$ cat src/rtl/regs_wb_arbiter.sv
// rtl/regs_wb_arbiter.sv - round-robin writeback arbiter for the register-file write port with busy scoreboard
//
// Two writeback requesters (A = ALU, B = load unit) each feed a one-entry
// holding register. A round-robin arbiter moves one held entry per cycle into
// a registered register-file write port. A busy scoreboard marks destinations
// at issue and releases them when their write reaches the register file.
//
// Ports:
//   m_clock, p_reset          clock, asynchronous active-high reset
//   a_valid/a_ready/a_addr/a_data   requester A handshake and payload
//   b_valid/b_ready/b_addr/b_data   requester B handshake and payload
//   rf_write/rf_in_addr/rf_in       registered register-file write port
//   iss_valid/iss_addr              issuing instruction destination (marks busy)
//   chk_addr1/2, chk_busy1/2        combinational hazard lookups
//   busy_vec                        full scoreboard, bit 0 always 0
//   flush                           synchronous discard of pending writebacks and busy bits
module regs_wb_arbiter #(
   parameter int DW = 32,
   parameter int AW = 5
) (
   input  logic             m_clock,
   input  logic             p_reset,
   input  logic             a_valid,
   output logic             a_ready,
   input  logic [AW-1:0]    a_addr,
   input  logic [DW-1:0]    a_data,
   input  logic             b_valid,
   output logic             b_ready,
   input  logic [AW-1:0]    b_addr,
   input  logic [DW-1:0]    b_data,
   output logic             rf_write,
   output logic [AW-1:0]    rf_in_addr,
   output logic [DW-1:0]    rf_in,
   input  logic             iss_valid,
   input  logic [AW-1:0]    iss_addr,
   input  logic [AW-1:0]    chk_addr1,
   input  logic [AW-1:0]    chk_addr2,
   output logic             chk_busy1,
   output logic             chk_busy2,
   output logic [2**AW-1:0] busy_vec,
   input  logic             flush
);

   localparam int NR = 2**AW;

   typedef enum logic {PORT_A = 1'b0, PORT_B = 1'b1} port_t;

   logic          hold_a_v, hold_b_v;
   logic [AW-1:0] hold_a_addr, hold_b_addr;
   logic [DW-1:0] hold_a_data, hold_b_data;
   port_t         last;
   logic [NR-1:0] busy, busy_next;

   logic          grant_a, grant_b, acc_a, acc_b;
   logic [AW-1:0] win_addr;
   logic [DW-1:0] win_data;

   always_comb begin
      // On a conflict the port that did not win last time is served.
      grant_a  = hold_a_v & (~hold_b_v | (last == PORT_B));
      grant_b  = hold_b_v & (~hold_a_v | (last == PORT_A));
      // A holding register being drained this cycle can be refilled at the same edge.
      a_ready  = ~p_reset & ~flush & (~hold_a_v | grant_a);
      b_ready  = ~p_reset & ~flush & (~hold_b_v | grant_b);
      acc_a    = a_valid & a_ready;
      acc_b    = b_valid & b_ready;
      win_addr = grant_a ? hold_a_addr : hold_b_addr;
      win_data = grant_a ? hold_a_data : hold_b_data;
   end

   always_comb begin
      busy_next = busy;
      if (rf_write)
         busy_next[rf_in_addr] = 1'b0;
      // Applied after the clear so a same-edge issue keeps the register busy.
      if (iss_valid && (iss_addr != '0))
         busy_next[iss_addr] = 1'b1;
      busy_next[0] = 1'b0;
   end

   always_ff @(posedge m_clock or posedge p_reset) begin
      if (p_reset) begin
         hold_a_v    <= 1'b0;
         hold_b_v    <= 1'b0;
         hold_a_addr <= '0;
         hold_b_addr <= '0;
         hold_a_data <= '0;
         hold_b_data <= '0;
         last        <= PORT_B;
         rf_write    <= 1'b0;
         rf_in_addr  <= '0;
         rf_in       <= '0;
         busy        <= '0;
      end else if (flush) begin
         hold_a_v <= 1'b0;
         hold_b_v <= 1'b0;
         rf_write <= 1'b0;
         busy     <= '0;
      end else begin
         if (acc_a) begin
            hold_a_v    <= 1'b1;
            hold_a_addr <= a_addr;
            hold_a_data <= a_data;
         end else if (grant_a) begin
            hold_a_v <= 1'b0;
         end

         if (acc_b) begin
            hold_b_v    <= 1'b1;
            hold_b_addr <= b_addr;
            hold_b_data <= b_data;
         end else if (grant_b) begin
            hold_b_v <= 1'b0;
         end

         rf_write <= 1'b0;
         if (grant_a | grant_b) begin
            last <= grant_a ? PORT_A : PORT_B;
            // Writes to r0 are consumed silently; the port keeps its last values.
            if (win_addr != '0) begin
               rf_write   <= 1'b1;
               rf_in_addr <= win_addr;
               rf_in      <= win_data;
            end
         end

         busy <= busy_next;
      end
   end

   assign chk_busy1 = busy[chk_addr1];
   assign chk_busy2 = busy[chk_addr2];
   assign busy_vec  = busy;

endmodule
$ cat config.mk
export PLATFORM = sky130hd
export DESIGN_NAME = regs_wb_arbiter
export DESIGN_NICKNAME = d
export VERILOG_FILES = /design/src/rtl/regs_wb_arbiter.sv
export SDC_FILE = /design/constraint.sdc
export NUM_CORES = 1
export LEC_CHECK = 0
export CORE_MARGIN = 2
export CORE_UTILIZATION = 45
export DETAILED_ROUTE_END_ITERATION = 8
export MAX_ROUTING_LAYER = met4
export PLACE_DENSITY = 0.8
export SLEW_MARGIN = 0
export SYNTH_ARGS = -nofsm -noshare
export SYNTH_HDL_FRONTEND = slang
export SYNTH_SLANG_ARGS = --single-unit
$ cat constraint.sdc
create_clock -name m_clock -period 7.7 [get_ports m_clock]
set_clock_uncertainty 0.2 [all_clocks]
set_input_delay 1.155 -clock m_clock [delete_from_list [all_inputs] [get_ports m_clock]]
set_output_delay 1.155 -clock m_clock [all_outputs]
set_load 0.005 [all_outputs]
Word level (Yosys, flattened, before mapping) --
Cells that the tools add are included. Widths: inputs -> output; s select.
Word-level totals: register bits after elaboration 147, output and inout bits 74, word-level logic and storage cells 71
Cells by class: reduce and logical (&&, ||, !) cells 11, order comparisons 6, multiplexer cells 23, bitwise logic cells 20
Operators by type and width (count):
- $mux 32 | 4
- $and 32x32->32 | 1
- $not 32->32 | 1
- $or 32x32->32 | 1
- $lt 5x6->1 const B | 4
- $mux 1 | 14
- $bmux 1 s5 | 2
- $demux 1 s5 | 2
- $ge 5x1->1 const B | 2
- $reduce_bool 5->1 | 2
- $and 1x1->1 | 7
- $reduce_and 2->1 | 3
- $reduce_bool 3->1 | 2
- $mux 5 | 1
- $not 1->1 | 5
- $or 1x1->1 | 5
- $logic_and 1x1->1 | 3
- $reduce_and 3->1 | 1

Depth between registers and ports, before layout --
Gate-level depths: netlist of the first run.
word-level depth 10, mapped depth 7, depth with buffers taken out 5

Worst setup path after synthesis of the first run --
OpenSTA, ideal clock, no wires.
kind input to output, start point input chk_addr1[1], end point output chk_busy1, buffers on the path 1, data arrival time 2.463 ns, slack 3.882 ns, stages on the path 5, cell sequence clkbuf_1 > mux4_2 > mux2i_1 > nor3_1 > or3_1
On the way: longest elaborated chain between the ends 2
Ends and longest elaborated chain:
- start: declaration | RTL line 36 | input logic [AW-1:0] chk_addr1,
- $bmux 1 s5 | RTL line 131 | assign chk_busy1 = busy[chk_addr1];
- $mux 1 (implied by the code) | RTL line 131
- end: declaration | RTL line 38 | output logic chk_busy1,
Every way passes these cells. The select of a mux whose other input is x is not followed.

Final worst setup path of the first run --
Same ends and word-level chain as after synthesis.

==> impl_metrics.toml, run 1 <==
[clock_tree]
cts_repair_resize_count = 0
cts.root.buffer_cell = "clkbuf_16"
clk_pin_slew_worst_paths_ns = 0.05
h_tree_levels = 4
cts_tree = "built"
insertion_delay_of_the_later_clocked_pin_in_the_worst_skew_pair_ns = 0.41
cts-buffers-inserted = 17
cts_setup_buffers = 0
clock_net_sink_count = 146
cts_hold_buffers = 0
clock_path_buffers = 2

[die]
placementRows = 45
floorplan.die.width_um = 128.2
die_h_um = 128.2
dieArea_um2 = 16440
initial_utilization_pct = 45.86
coreArea_um2 = 15150
io_pins = 169

[setup_path]
r2r_end = "rf_in[29]$_DFFE_PP0P_"
worst-endpoint-required_ns = 6.34
worst-r2r-cell-count = 7
cp-start-kind = "input pin"
timing.critical_path.from = "chk_addr1[1]"
reg2reg_slack_ns = 4.46
rr_startpoint = "hold_b_v$_DFFE_PP0P_"
crit_path_max_fanout = 11
critPathArrivalTime_ns = 3.55
worstSetupEndpointType = "output pin"
critPathKind = "in2out"

[synthesis]
synth_area_leader_cell = "dfrtp_1"
yosys.cell_types.count = 40
area_contributors_post_synth = "dfrtp_1, mux2_2, mux2_4"
synth_top_cell_area_share_pct = 52.24
dominant_register_cell_in_the_synthesized_netlist = "dfrtp_1"
synth.yosys.seq_area_share_pct = 52.62
number_of_enable_type_register_cells_in_the_synthesized_netlist = 0
combinational_family_with_the_most_area_after_synthesis = "multiplexers"
yosys.area_share.simple_pct = 7.242
total_nets_after_synthesis = 646
synth-async-reset-ratio_pct = 100.0
post_synth_fa_ha_maj_area_fraction_pct = 0
muxShareOfSynthArea_pct = 29.98
post_synth_xor_area_fraction_pct = 0
synth.cell_area_um2 = 6945
compound_gate_fraction_of_synth_area_pct = 7.584
syn_inst = 551
yosys_warns = 0
post_synth.cell_area_avg_um2 = 12.61
number_of_synthesized_register_bits = 146

[outcome]
outcome = "finished, final reports clean"

[worst_hold_path]
hold-path-endpoint = "hold_a_data[13]$_DFFE_PP0P_"
holdCritStartpoint = "hold_a_data[13]$_DFFE_PP0P_"
holdPathStages = 1
min_path_type = "reg2reg"

[pwr]
p_switching_mw = 0.6305
leakagePower_nw = 3.970
seq_power_share_pct = 42.8
power_per_cell_area_nw_per_um2 = 269.2
combinationalPowerShare_pct = 25.3
vdd.ir_drop.worst_v = 0.0002152
power.clock.fraction_pct = 31.9
power.share.switching_pct = 25.16
cell_internal_pwr_mw = 1.876

[sta]
worstMarginPinSlew_ns = 1.094
post-route-period-util_pct = 63.68
max_freq_mhz = 203.9
slew_viol_final = 0
timing.slew.headroom_pct = 26.92
finalHoldViolations = 0
setup_total_negative_slack_ns = 0
rsz0062_at_grt = "false"
finalSetupViolations = 0
timing.final.crit_period_ns = 4.903

[cells_and_area]
finalNetCount = 805
final_layout_size_suffix_gt1_share_pct = 25.66
synthesis_to_finish_area_growth_pct = 34.05
fillers = 1174
n_antenna_cell = 0
finalInstanceArea_um2 = 9310

[grt]
grt-ovfl-total = 0
grt_antenna_before_repair = 0
grt_pass1_wl_um = 29100
gr-usage-all-layers_pct = 23.67
grt_pass1_vias = 5563
pin_count_of_the_biggest_net_entering_global_routing = 76

[route]
vias = 5112
dr.pass1.iters = 5
post_drt_via_cell_ratio = 5.624
ant_nets = 0
average_wire_per_cell_in_the_routed_design_um = 19.74
postRouteWirelength_um = 17940
drt-initial-drc-count = 339
drcViolationCount = 0

[placed_design]
post-dp-hpwl_um = 12600
gp_congestion = 0.9269
placement_stage_cell_area_um2 = 8737
place.port_buffers = 167

[run]
max_cap_viol_count = 0
through the flow:
step	hold WS [ns]	utilization (%)	worst slack [ns]	std cells	total power, mW
after global placement	0.2817	57.69	2.851	879	1.685
after detailed placement	0.2892	57.69	2.787	879	1.715
after floorplan	0.2737	-	2.424	551	1.374
final	0.2978	61.47	2.797	909	2.506
after global routing	0.3110	61.47	2.616	909	2.630
after CTS	0.3016	61.47	2.783	909	2.522
power by group through the flow:
stage	clock network, mW	registers, mW	logic, mW
3_3_place_gp	0	1.07	0.616
5_1_grt	0.851	1.10	0.683
3_5_place_dp	0	1.08	0.636
6_report	0.799	1.07	0.634
4_1_cts	0.810	1.07	0.639
2_1_floorplan	0	1.04	0.330
synth_stat cells (2+ instances only):
| library cell | n |
|---|---|
| a2111oi_0 | 2 |
| clkbuf_1 | 15 |
| nor3b_1 | 7 |
| nor2b_1 | 6 |
| or3_1 | 4 |
| o22ai_1 | 2 |
| nor3_1 | 9 |
| a21oi_1 | 39 |
| nand3_1 | 10 |
| nand2b_1 | 2 |
| inv_1 | 4 |
| nand3b_1 | 4 |
| a22oi_1 | 4 |
| buf_6 | 3 |
| nor2_1 | 9 |
| mux2i_1 | 25 |
| mux4_2 | 6 |
| nor4_1 | 2 |
| buf_2 | 11 |
| dfrtp_1 | 145 |
| and3_1 | 2 |
| mux2_4 | 29 |
| nand2_1 | 43 |
| o21ai_0 | 38 |
| mux2_2 | 112 |
| nand4_1 | 2 |
| and3b_1 | 2 |
| a31o_2 | 2 |
flip-flops by register name, indices dropped and copies added (netlist names):
signal / flops
busy_vec: 31
rf_write: 1
last: 1
hold_a_data: 32
rf_in: 32
hold_a_v: 1
hold_b_data: 32
hold_a_addr: 5
rf_in_addr: 5
hold_b_v: 1
hold_b_addr: 5
worst max-delay path, stage by stage:
cell and delay, ns:
clkdlybuf4s50_1 0.76, mux4_2 0.57, mux2i_1 0.18, nor3b_1 0.07
or3_1 0.36, clkdlybuf4s50_1 0.45
logic make-up after synthesis:
kind of cell / count (synthesis)
multiplexers: 172
flip-flops: 146
AND/OR/NAND/NOR: 102
AO/OA/AOI/OAI: 94
buffers and inverters: 36
other: 1
area by class of cell:
cell class / instances / area, um2 / share of cell area (%)
clock buffer: 26 / 499.2 / 5.362
clock inverter: 4 / 73.82 / 0.7929
multi-input combinational: 369 / 3122 / 33.53
inverter: 5 / 23.77 / 0.2553
tap: 188 / 235.2 / 2.527
sequential: 146 / 3655 / 39.26
timing repair buffer: 171 / 1702 / 18.28
metal layers:
layer  track usage, %  routed length [um]
met3            7.972                1576
met5                -                   0
met4            8.403                 215
met2            37.02                8799
met1            28.78                7353
worst max-delay path by stage:
stage                             endpoint  slack [ns]  depth (start not counted)
detailed placement               chk_busy1        2.79                          6
floorplan           busy_vec[10]$_DFF_PP0_        2.42                          1
finish                           chk_busy1        2.80                          6
global placement                 chk_busy2        2.85                          6
CTS                              chk_busy1        2.78                          6
global route                     chk_busy1        2.62                          6
layout by cell type (no fill, tap or decap), types with 5 or more instances in the layout:
cell type          n
nor3_1             9
clkbuf_1           5
nand2_1           41
nand3_1           10
nor2_1             9
a21oi_1           39
o21ai_0           38
dfrtp_1          145
nor3b_1            7
mux4_2             6
clkbuf_16         17
mux2_2           112
nor2b_1            6
mux2i_1           25
mux2_4            29
clkdlybuf4s50_1  167
No activity file was read; power rests on OpenSTA's default activity.
==> run 2: changes to the inputs <==
- PLACE_DENSITY: 0.8 -> 0.83
- clock period: 7.7 -> 4 ns (I/O delays scaled with it)
==> impl_metrics.toml, run 2 (synthesis gave the netlist of run 1 again) <==
[sta]
max_freq_mhz = 271.5
post-route-period-util_pct = 92.08
setup_total_negative_slack_ns = 0
hold-worst-slack_ns = 0.3015
finalHoldViolations = 0
slew_viol_final = 0
timing.slew.headroom_pct = 32.16
worstMarginPinSlew_ns = 1.014
timing.final.crit_period_ns = 3.683
finalSetupViolations = 0
rsz0062_at_grt = "false"

[placed_design]
place.port_buffers = 167
placement_stage_cell_area_um2 = 8771
gp_congestion = 0.9697
post-dp-hpwl_um = 13000

[route]
post_drt_via_cell_ratio = 5.707
vias = 5216
postRouteWirelength_um = 18560
average_wire_per_cell_in_the_routed_design_um = 20.30
dr.pass1.iters = 4
drcViolationCount = 0
ant_nets = 0
drt-initial-drc-count = 275

[clock_tree]
cts-buffers-inserted = 17
clk_pin_slew_worst_paths_ns = 0.06
cts_setup_buffers = 0
cts_tree = "built"
cts_hold_buffers = 0
h_tree_levels = 4
cts.root.buffer_cell = "clkbuf_16"
clock_net_sink_count = 146
cts_repair_resize_count = 0
clock_path_buffers = 2
insertion_delay_of_the_later_clocked_pin_in_the_worst_skew_pair_ns = 0.41

[setup_path]
worst-endpoint-required_ns = 3.20
crit_path_max_fanout = 11
critPathArrivalTime_ns = 2.88
critPathKind = "in2out"
cp-start-kind = "input pin"
worstSetupEndpointType = "output pin"

[die]
io_pins = 169
coreArea_um2 = 15150
floorplan.die.width_um = 128.2
die_h_um = 128.2
initial_utilization_pct = 45.86
placementRows = 45
dieArea_um2 = 16440

[grt]
grt_antenna_before_repair = 0
pin_count_of_the_biggest_net_entering_global_routing = 135
grt_pass1_vias = 5683
gr-usage-all-layers_pct = 24.12
grt_pass1_wl_um = 29680
grt-ovfl-total = 0

[cells_and_area]
n_antenna_cell = 0
finish.utilization_pct = 61.64
most-common-layout-cells = "clkdlybuf4s50_1, dfrtp_1, mux2_2, nand2_1, a21oi_1"
finalNetCount = 808
finalInstanceArea_um2 = 9336
biggestRegsByFlops = "hold_a_data: 32 flops, hold_b_data: 32 flops, rf_in: 32 flops"
synthesis_to_finish_area_growth_pct = 34.43
final_layout_size_suffix_gt1_share_pct = 26.58
fillers = 1110
layout_commonest_cell = "clkdlybuf4s50_1"

[worst_hold_path]
min_path_type = "reg2reg"

[outcome]
outcome = "finished, final reports clean"

[pwr]
cell_internal_pwr_mw = 3.525
power.clock.fraction_pct = 31.4
power.share.switching_pct = 26.48
vdd.ir_drop.worst_v = 0.0003367
leakagePower_nw = 3.970
combinationalPowerShare_pct = 25.5
post-layout-total-power_mw = 4.795
seq_power_share_pct = 43.1
power_per_cell_area_nw_per_um2 = 513.5
p_switching_mw = 1.270

[run]
max_cap_viol_count = 0
[run 2: changes by cell type in the layout (fill, tap and decap cells not counted), sizes merged]
cell / previous run / this run
bufinv: 2 / 1
clkinvlp: 0 / 5
clkbuf: 26 / 21
buf: 4 / 7
clkinv: 2 / 5
[run 2: layout make-up]
type / instances / area, um2 / share of cell area [%]
Clock buffer: 21 / 460.4 / 4.932
Clock inverter: 11 / 105.1 / 1.126
Inverter: 5 / 22.52 / 0.2412
Multi-Input combinational cell: 369 / 3122 / 33.44
Sequential cell: 146 / 3655 / 39.15
Tap cell: 188 / 235.2 / 2.519
Timing Repair Buffer: 174 / 1737 / 18.60
[run 2: final timing paths]
check,endpoint,from,slack [ns],cells past startpoint
worst max-delay path,chk_busy1,chk_addr1[2],0.32,6
worst min-delay path,hold_b_data[25]$_DFFE_PP0P_,hold_b_data[25]$_DFFE_PP0P_,0.30,1
worst max register to register,hold_a_data[22]$_DFFE_PP0P_,last$_DFFE_PP1P_,1.35,4
worst min register to register,hold_b_data[25]$_DFFE_PP0P_,hold_b_data[25]$_DFFE_PP0P_,0.30,1
max in group asynchronous,hold_b_v$_DFFE_PP0P_,p_reset,2.18,3
min in group asynchronous,hold_a_data[27]$_DFFE_PP0P_,p_reset,0.39,2
[run 2: layer usage]
metal | vias up | track usage, % | wire length (um)
li1 | 2313 | - | -
met4 | 0 | 8.209 | 344
met5 | - | - | 0
met1 | 2613 | 28.40 | 7495
met3 | 35 | 8.848 | 1825
met2 | 255 | 38.39 | 8893
[run 2: power by group through the flow]
stage | Clock (mW) | Combinational (mW) | Sequential [mW]
4_1_cts | 1.53 | 1.24 | 2.06
6_report | 1.50 | 1.22 | 2.07
3_5_place_dp | 0 | 1.23 | 2.07
2_1_floorplan | 0 | 0.635 | 2.01
5_1_grt | 1.60 | 1.32 | 2.11
3_3_place_gp | 0 | 1.19 | 2.05
[run 2: worst max-delay path: stages]
cell             delay, ns
clkdlybuf4s50_1       0.87
nor2b_1               0.10
a2111oi_0             0.33
o21ai_0               0.17
or3_1                 0.35
clkdlybuf4s50_1       0.45
[run 2: metrics by stage]
step                      cells  setup WS [ns]
after global routing        914         0.2102
after CTS                   914         0.3454
after floorplan             551          1.292
after detailed placement    882         0.3459
final                       914         0.3168
after global placement      882         0.3951
